File: config.mk
export PLATFORM = sky130hd
export DESIGN_NAME = double_multiplier
export DESIGN_NICKNAME = d
export VERILOG_FILES = /design/src/rtl/fp32_pkg.sv /design/src/rtl/fp32_unpack.sv /design/src/rtl/double_multiplier.sv
export SDC_FILE = /design/constraint.sdc
export NUM_CORES = 2
export LEC_CHECK = 0
export ABC_AREA = 0
export CORE_MARGIN = 2
export CORE_UTILIZATION = 44
export DETAILED_ROUTE_END_ITERATION = 8
export HOLD_SLACK_MARGIN = 0.05
export SLEW_MARGIN = 10
export SYNTH_ARGS = -nofsm -noshare
export SYNTH_HDL_FRONTEND = slang
export SYNTH_HIERARCHICAL = 1
export SYNTH_SLANG_ARGS = --single-unit
File: constraint.sdc
create_clock -name clk -period 9.65 [get_ports clk]
set_clock_uncertainty 0.05 [all_clocks]
set_input_delay 1.93 -clock clk [delete_from_list [all_inputs] [get_ports clk]]
set_output_delay 1.93 -clock clk [all_outputs]
set_load 0.005 [all_outputs]
File: src/rtl/fp32_pkg.sv
// rtl/fp32_pkg.sv - shared binary32 field widths, constants, state and class encodings
package fp32_pkg;

    localparam int EXP_W    = 8;
    localparam int FRAC_W   = 23;
    localparam int EXP_BIAS = 127;
    localparam int EXP_MAX  = 255;

    localparam logic [31:0] QNAN = 32'h7FC00000;

    typedef logic [2:0] state_t;

    localparam state_t IDLE   = 3'd0;
    localparam state_t UNPACK = 3'd1;
    localparam state_t MULT   = 3'd2;
    localparam state_t NORM   = 3'd3;
    localparam state_t ROUND  = 3'd4;
    localparam state_t PACK   = 3'd5;

    typedef enum logic [1:0] {
        ZERO   = 2'd0,
        NORMAL = 2'd1,
        INF    = 2'd2,
        NAN    = 2'd3
    } fp_class_t;

endpackage

File: src/rtl/fp32_unpack.sv
// rtl/fp32_unpack.sv - split a binary32 word into sign, exponent, significand and class
module fp32_unpack
    import fp32_pkg::*;
(
    input  logic [31:0]       word,
    output logic              sign,
    output logic [EXP_W-1:0]  exponent,
    output logic [FRAC_W:0]   sig,
    output logic [1:0]        cls
);

    logic [FRAC_W-1:0] frac;

    assign sign     = word[31];
    assign exponent = word[30:23];
    assign frac     = word[22:0];

    // Denormals flush to zero, so a zero exponent never gets the hidden 1.
    assign sig = (exponent == '0) ? '0 : {1'b1, frac};

    always_comb begin
        cls = NORMAL;
        if (exponent == '0)
            cls = ZERO;
        else if (exponent == EXP_W'(EXP_MAX))
            cls = (frac == '0) ? INF : NAN;
    end

endmodule

File: src/rtl/double_multiplier.sv
// rtl/double_multiplier.sv - multi-cycle binary32 multiplier, fixed 5-edge latency from start to done
module double_multiplier
    import fp32_pkg::*;
(
    input  logic        clk,
    input  logic        rst,
    input  logic        ready,
    input  logic [31:0] op1,
    input  logic [31:0] op2,
    output logic [31:0] res,
    output logic        done
);

    state_t state;

    logic [31:0] a_q, b_q;

    logic              ua_sign, ub_sign;
    logic [EXP_W-1:0]  ua_exp, ub_exp;
    logic [FRAC_W:0]   ua_sig, ub_sig;
    logic [1:0]        ua_cls, ub_cls;

    logic              sa_q, sb_q;
    logic [EXP_W-1:0]  ea_q, eb_q;
    logic [FRAC_W:0]   ma_q, mb_q;
    logic [1:0]        ca_q, cb_q;

    logic              sign_q;
    logic signed [9:0] exp_q;
    logic [47:0]       prod_q;
    logic [FRAC_W:0]   mant_q;
    logic              guard_q, round_q, sticky_q;
    logic [FRAC_W-1:0] frac_q;

    logic signed [9:0] mult_exp;
    logic              round_up;
    logic [FRAC_W+1:0] rounded;
    logic [31:0]       pack_res;

    fp32_unpack u_unpack_a (
        .word     (a_q),
        .sign     (ua_sign),
        .exponent (ua_exp),
        .sig      (ua_sig),
        .cls      (ua_cls)
    );

    fp32_unpack u_unpack_b (
        .word     (b_q),
        .sign     (ub_sign),
        .exponent (ub_exp),
        .sig      (ub_sig),
        .cls      (ub_cls)
    );

    assign mult_exp = $signed({2'b00, ea_q}) + $signed({2'b00, eb_q}) - $signed(10'(EXP_BIAS));

    // Nearest-even: bump on guard unless it is an exact tie with an even lsb.
    assign round_up = guard_q & (round_q | sticky_q | mant_q[0]);
    assign rounded  = {1'b0, mant_q} + {{(FRAC_W + 1){1'b0}}, round_up};

    always_comb begin
        pack_res = {sign_q, exp_q[7:0], frac_q};
        if (ca_q == NAN || cb_q == NAN)
            pack_res = QNAN;
        else if ((ca_q == INF && cb_q == ZERO) || (ca_q == ZERO && cb_q == INF))
            pack_res = QNAN;
        else if (ca_q == INF || cb_q == INF)
            pack_res = {sign_q, 8'hFF, 23'h0};
        else if (ca_q == ZERO || cb_q == ZERO)
            pack_res = {sign_q, 31'h0};
        else if (exp_q >= $signed(10'(EXP_MAX)))
            pack_res = {sign_q, 8'hFF, 23'h0};
        else if (exp_q <= 10'sd0)
            pack_res = {sign_q, 31'h0};
    end

    always_ff @(posedge clk or posedge rst) begin
        if (rst) begin
            state    <= IDLE;
            res      <= '0;
            done     <= 1'b0;
            a_q      <= '0;
            b_q      <= '0;
            sa_q     <= 1'b0;
            sb_q     <= 1'b0;
            ea_q     <= '0;
            eb_q     <= '0;
            ma_q     <= '0;
            mb_q     <= '0;
            ca_q     <= ZERO;
            cb_q     <= ZERO;
            sign_q   <= 1'b0;
            exp_q    <= '0;
            prod_q   <= '0;
            mant_q   <= '0;
            guard_q  <= 1'b0;
            round_q  <= 1'b0;
            sticky_q <= 1'b0;
            frac_q   <= '0;
        end else begin
            done <= 1'b0;
            case (state)
                IDLE: begin
                    // The done cycle still belongs to the finishing transaction.
                    if (ready && !done) begin
                        a_q   <= op1;
                        b_q   <= op2;
                        state <= UNPACK;
                    end
                end
                UNPACK: begin
                    sa_q  <= ua_sign;
                    sb_q  <= ub_sign;
                    ea_q  <= ua_exp;
                    eb_q  <= ub_exp;
                    ma_q  <= ua_sig;
                    mb_q  <= ub_sig;
                    ca_q  <= ua_cls;
                    cb_q  <= ub_cls;
                    state <= MULT;
                end
                MULT: begin
                    sign_q <= sa_q ^ sb_q;
                    exp_q  <= mult_exp;
                    prod_q <= ma_q * mb_q;
                    state  <= NORM;
                end
                NORM: begin
                    if (prod_q[47]) begin
                        mant_q   <= prod_q[47:24];
                        guard_q  <= prod_q[23];
                        round_q  <= prod_q[22];
                        sticky_q <= |prod_q[21:0];
                        exp_q    <= exp_q + 10'sd1;
                    end else begin
                        mant_q   <= prod_q[46:23];
                        guard_q  <= prod_q[22];
                        round_q  <= prod_q[21];
                        sticky_q <= |prod_q[20:0];
                    end
                    state <= ROUND;
                end
                ROUND: begin
                    if (rounded[FRAC_W+1]) begin
                        frac_q <= rounded[FRAC_W:1];
                        exp_q  <= exp_q + 10'sd1;
                    end else begin
                        frac_q <= rounded[FRAC_W-1:0];
                    end
                    state <= PACK;
                end
                PACK: begin
                    res   <= pack_res;
                    done  <= 1'b1;
                    state <= IDLE;
                end
                default: state <= IDLE;
            endcase
        end
    end

endmodule

==> results.md <==
- Post-synth top cells: inv_1 (570), fa_1 (483), nand2_1 (448)
- Setup violators final: 0
- Slew Viols, Final: 0
- Avg Cell Area, Syn: 9.69 sq um
- HPWL after DPL: 60300 um
- ANT nets after route: 0
- Yosys reg bits: 279
- Critical path startpoint category: flip-flop
- Clk_lat worst skew: 560 ps
- Vias per cell: 5.20
- Share of the synthesized area in the top cell type: 31.0%
- Final WL: 76300 um
- PortBufs: 99
- Global route overflow: 0
- Fmax: 128 MHz
- Largest net degree at the start of global routing: 139
- Critical path's slowest cell: dfrtp_1
- Ys flop type: dfrtp_1
- Number of max-cap violations: 0
- Count leader, synth: inv_1
- Post-synth EDFFs: 0
- Total GRT Usage: 21.6%
- Drc violations: 0
- Routed vias: 21700
- Fin nets: 3950
- Post-CTS Resized: 0
- Slew margin rel.: 22.1%
- Cell Rows: 97
- CTS Buffer Depth: 3
- Cts hold-fix bufs: 0
- HP Class: reg2reg
- Crit Path Category: reg2reg
- Vias in the first global route: 23900
- Fin. Hold Viols: 0
- RSZ-0062 raised after global routing: false
- Slowest stage delay, CP: 1010 ps
- Worst path top cell family by delay: adder cells
- Die Wd: 270 um
- Period Utilization, post-route: 81.0%
- Layout cells sized above 1: 7.70%
- Initial antenna violation count: 0
- Synthesized cell area: 31200 sq um
- Status: complete, no violations
- Starting Density: 44.5%
- Mapped Cells: 3216
- Post-synth ARST share: 100%
- DIE HEIGHT: 270 um
- Clock transition at the registers of the reported paths: 70 ps
- CTS Root Cell: clkbuf_16
- Worst-Margin Slew: 1170 ps
- RePlAce Congestion: 0.881
- First-pass GRT wire length: 127000 um
- Utilization after layout: 48.6%
- Yosys top cell by area: fa_1
- Setup Buffers After CTS: 0
- Crit path max fanout: 25
- Pre-Repair DR Iteration Count: 5
- Total CTS buffers: 34
- Synthesized Nets: 3958
- P&R area growth vs syn: 9.12%
- H-Tree Depth: 2
- CP Buf/Inv Count: 5
- Clk sinks: 279
- CP endpoint kind: flip-flop
- Ports: 100
- Critical Path RT: 9990 ps
- Ys Warns: 6
- Sequential share of the synthesized area: 22.4%
- Minimum clock period: 7820 ps
- Core area: 70000 sq um
- WL/cell: 18.3 um
- Setup TNS: 0 ps
- Critical path data arrival time: 8160 ps
- Die Footprint: 73000 sq um
- Count of different cell masters after synthesis: 68
- Top cells by area, synth: fa_1 (31%), dfrtp_1 (22%), ha_1 (7.7%), inv_1 (6.9%), and2_1 (6.8%)
- TritonCTS clock tree: built
- CP most frequent cell: fa_1
- Initial DRC Count: 1055
==> cells in the final DEF (no fill, tap or decap), types with 25 or more instances in the layout <==
cell type and count:
o21ai_0 125, xor2_1 40, mux2i_1 25, dfrtp_1 279, a21o_1 27, clkdlybuf4s50_1 99, fa_1 483, a21oi_1 68
ha_1 192, buf_4 34, clkbuf_16 34, a22o_1 26, inv_1 569, xnor2_1 31, nand2_1 448, and2_1 339
mux2_2 137, nor2_1 51
==> per-layer routing <==
layer | track usage (%) | routed length (um)
met1 | 27.9 | 32700
met2 | 38.5 | 39000
met3 | 2.39 | 2630
met4 | 5.80 | 1850
met5 | 0 | 0
==> state kept, by name, indices dropped and copies added (netlist names), 23 cells and up <==
register,count
frac_q,23
mant_q,24
prod_q,48
b_q,32
mb_q,24
res,32
a_q,32
ma_q,24
==> worst register-to-register path, cell delays in order (launching register included) <==
cell	delay, ps
dfrtp_1	1010
nand2_1	190
fa_1	580
inv_1	50
fa_1	510
inv_1	70
fa_1	490
fa_1	520
inv_1	60
fa_1	460
fa_1	560
inv_1	70
fa_1	480
inv_1	40
ha_1	350
a21oi_1	240
o21ai_1	170
a221oi_2	270
o21ai_1	90
a221o_1	320
a41oi_2	260
o21ai_2	120
a221o_1	340
a21oi_2	150
xnor2_1	130
o21ai_1	70
==> area by class of cell <==
class	count	area, sq um
diodes	2	5.00
clock buffers	42	911
clock inverters	18	224
fillers	6523	36000
inverters	570	2140
multi-input cells	2189	21300
flip-flops and latches	279	6980
well taps	940	1180
repair buffers	134	1270
==> logic make-up after synthesis <==
kind of cell / count (synthesis) / share of synthesized area, %
AO/OA/AOI/OAI: 337 / 6.88
flip-flops: 279 / 22.4
buffers and inverters: 748 / 9.29
adder cells (fa/ha/maj): 675 / 38.7
AND/OR/NAND/NOR: 944 / 14.9
XOR/XNOR: 71 / 2.00
multiplexers: 162 / 5.75
==> final timing paths <==
check / startpoint / end / slack (ps) / depth (start not counted)
min in group asynchronous: rst / res[20] / 1950 / 3
max in group asynchronous: rst / prod_q[17] / 6060 / 4
worst min register to register: frac_q[14] / frac_q[14] / 430 / 2
worst min-delay path: frac_q[14] / frac_q[14] / 430 / 2
worst max-delay path: ma_q[20] / prod_q[47] / 1830 / 25
worst max register to register: ma_q[20] / prod_q[47] / 1830 / 25
==> per-stage QoR <==
step	cell area (sq um)	std cells	hold WS (ps)	setup slack (ps)
floorplan	31200	3216	389	2760
global placement	32900	4112	408	1910
detailed placement	32900	4112	411	1840
CTS	34000	4172	428	1810
global route	34000	4172	440	1420
finish	34000	4174	425	1830
Power is not shown: default switching activity piles up to over one toggle a cycle in this logic, so the estimate is an artifact.
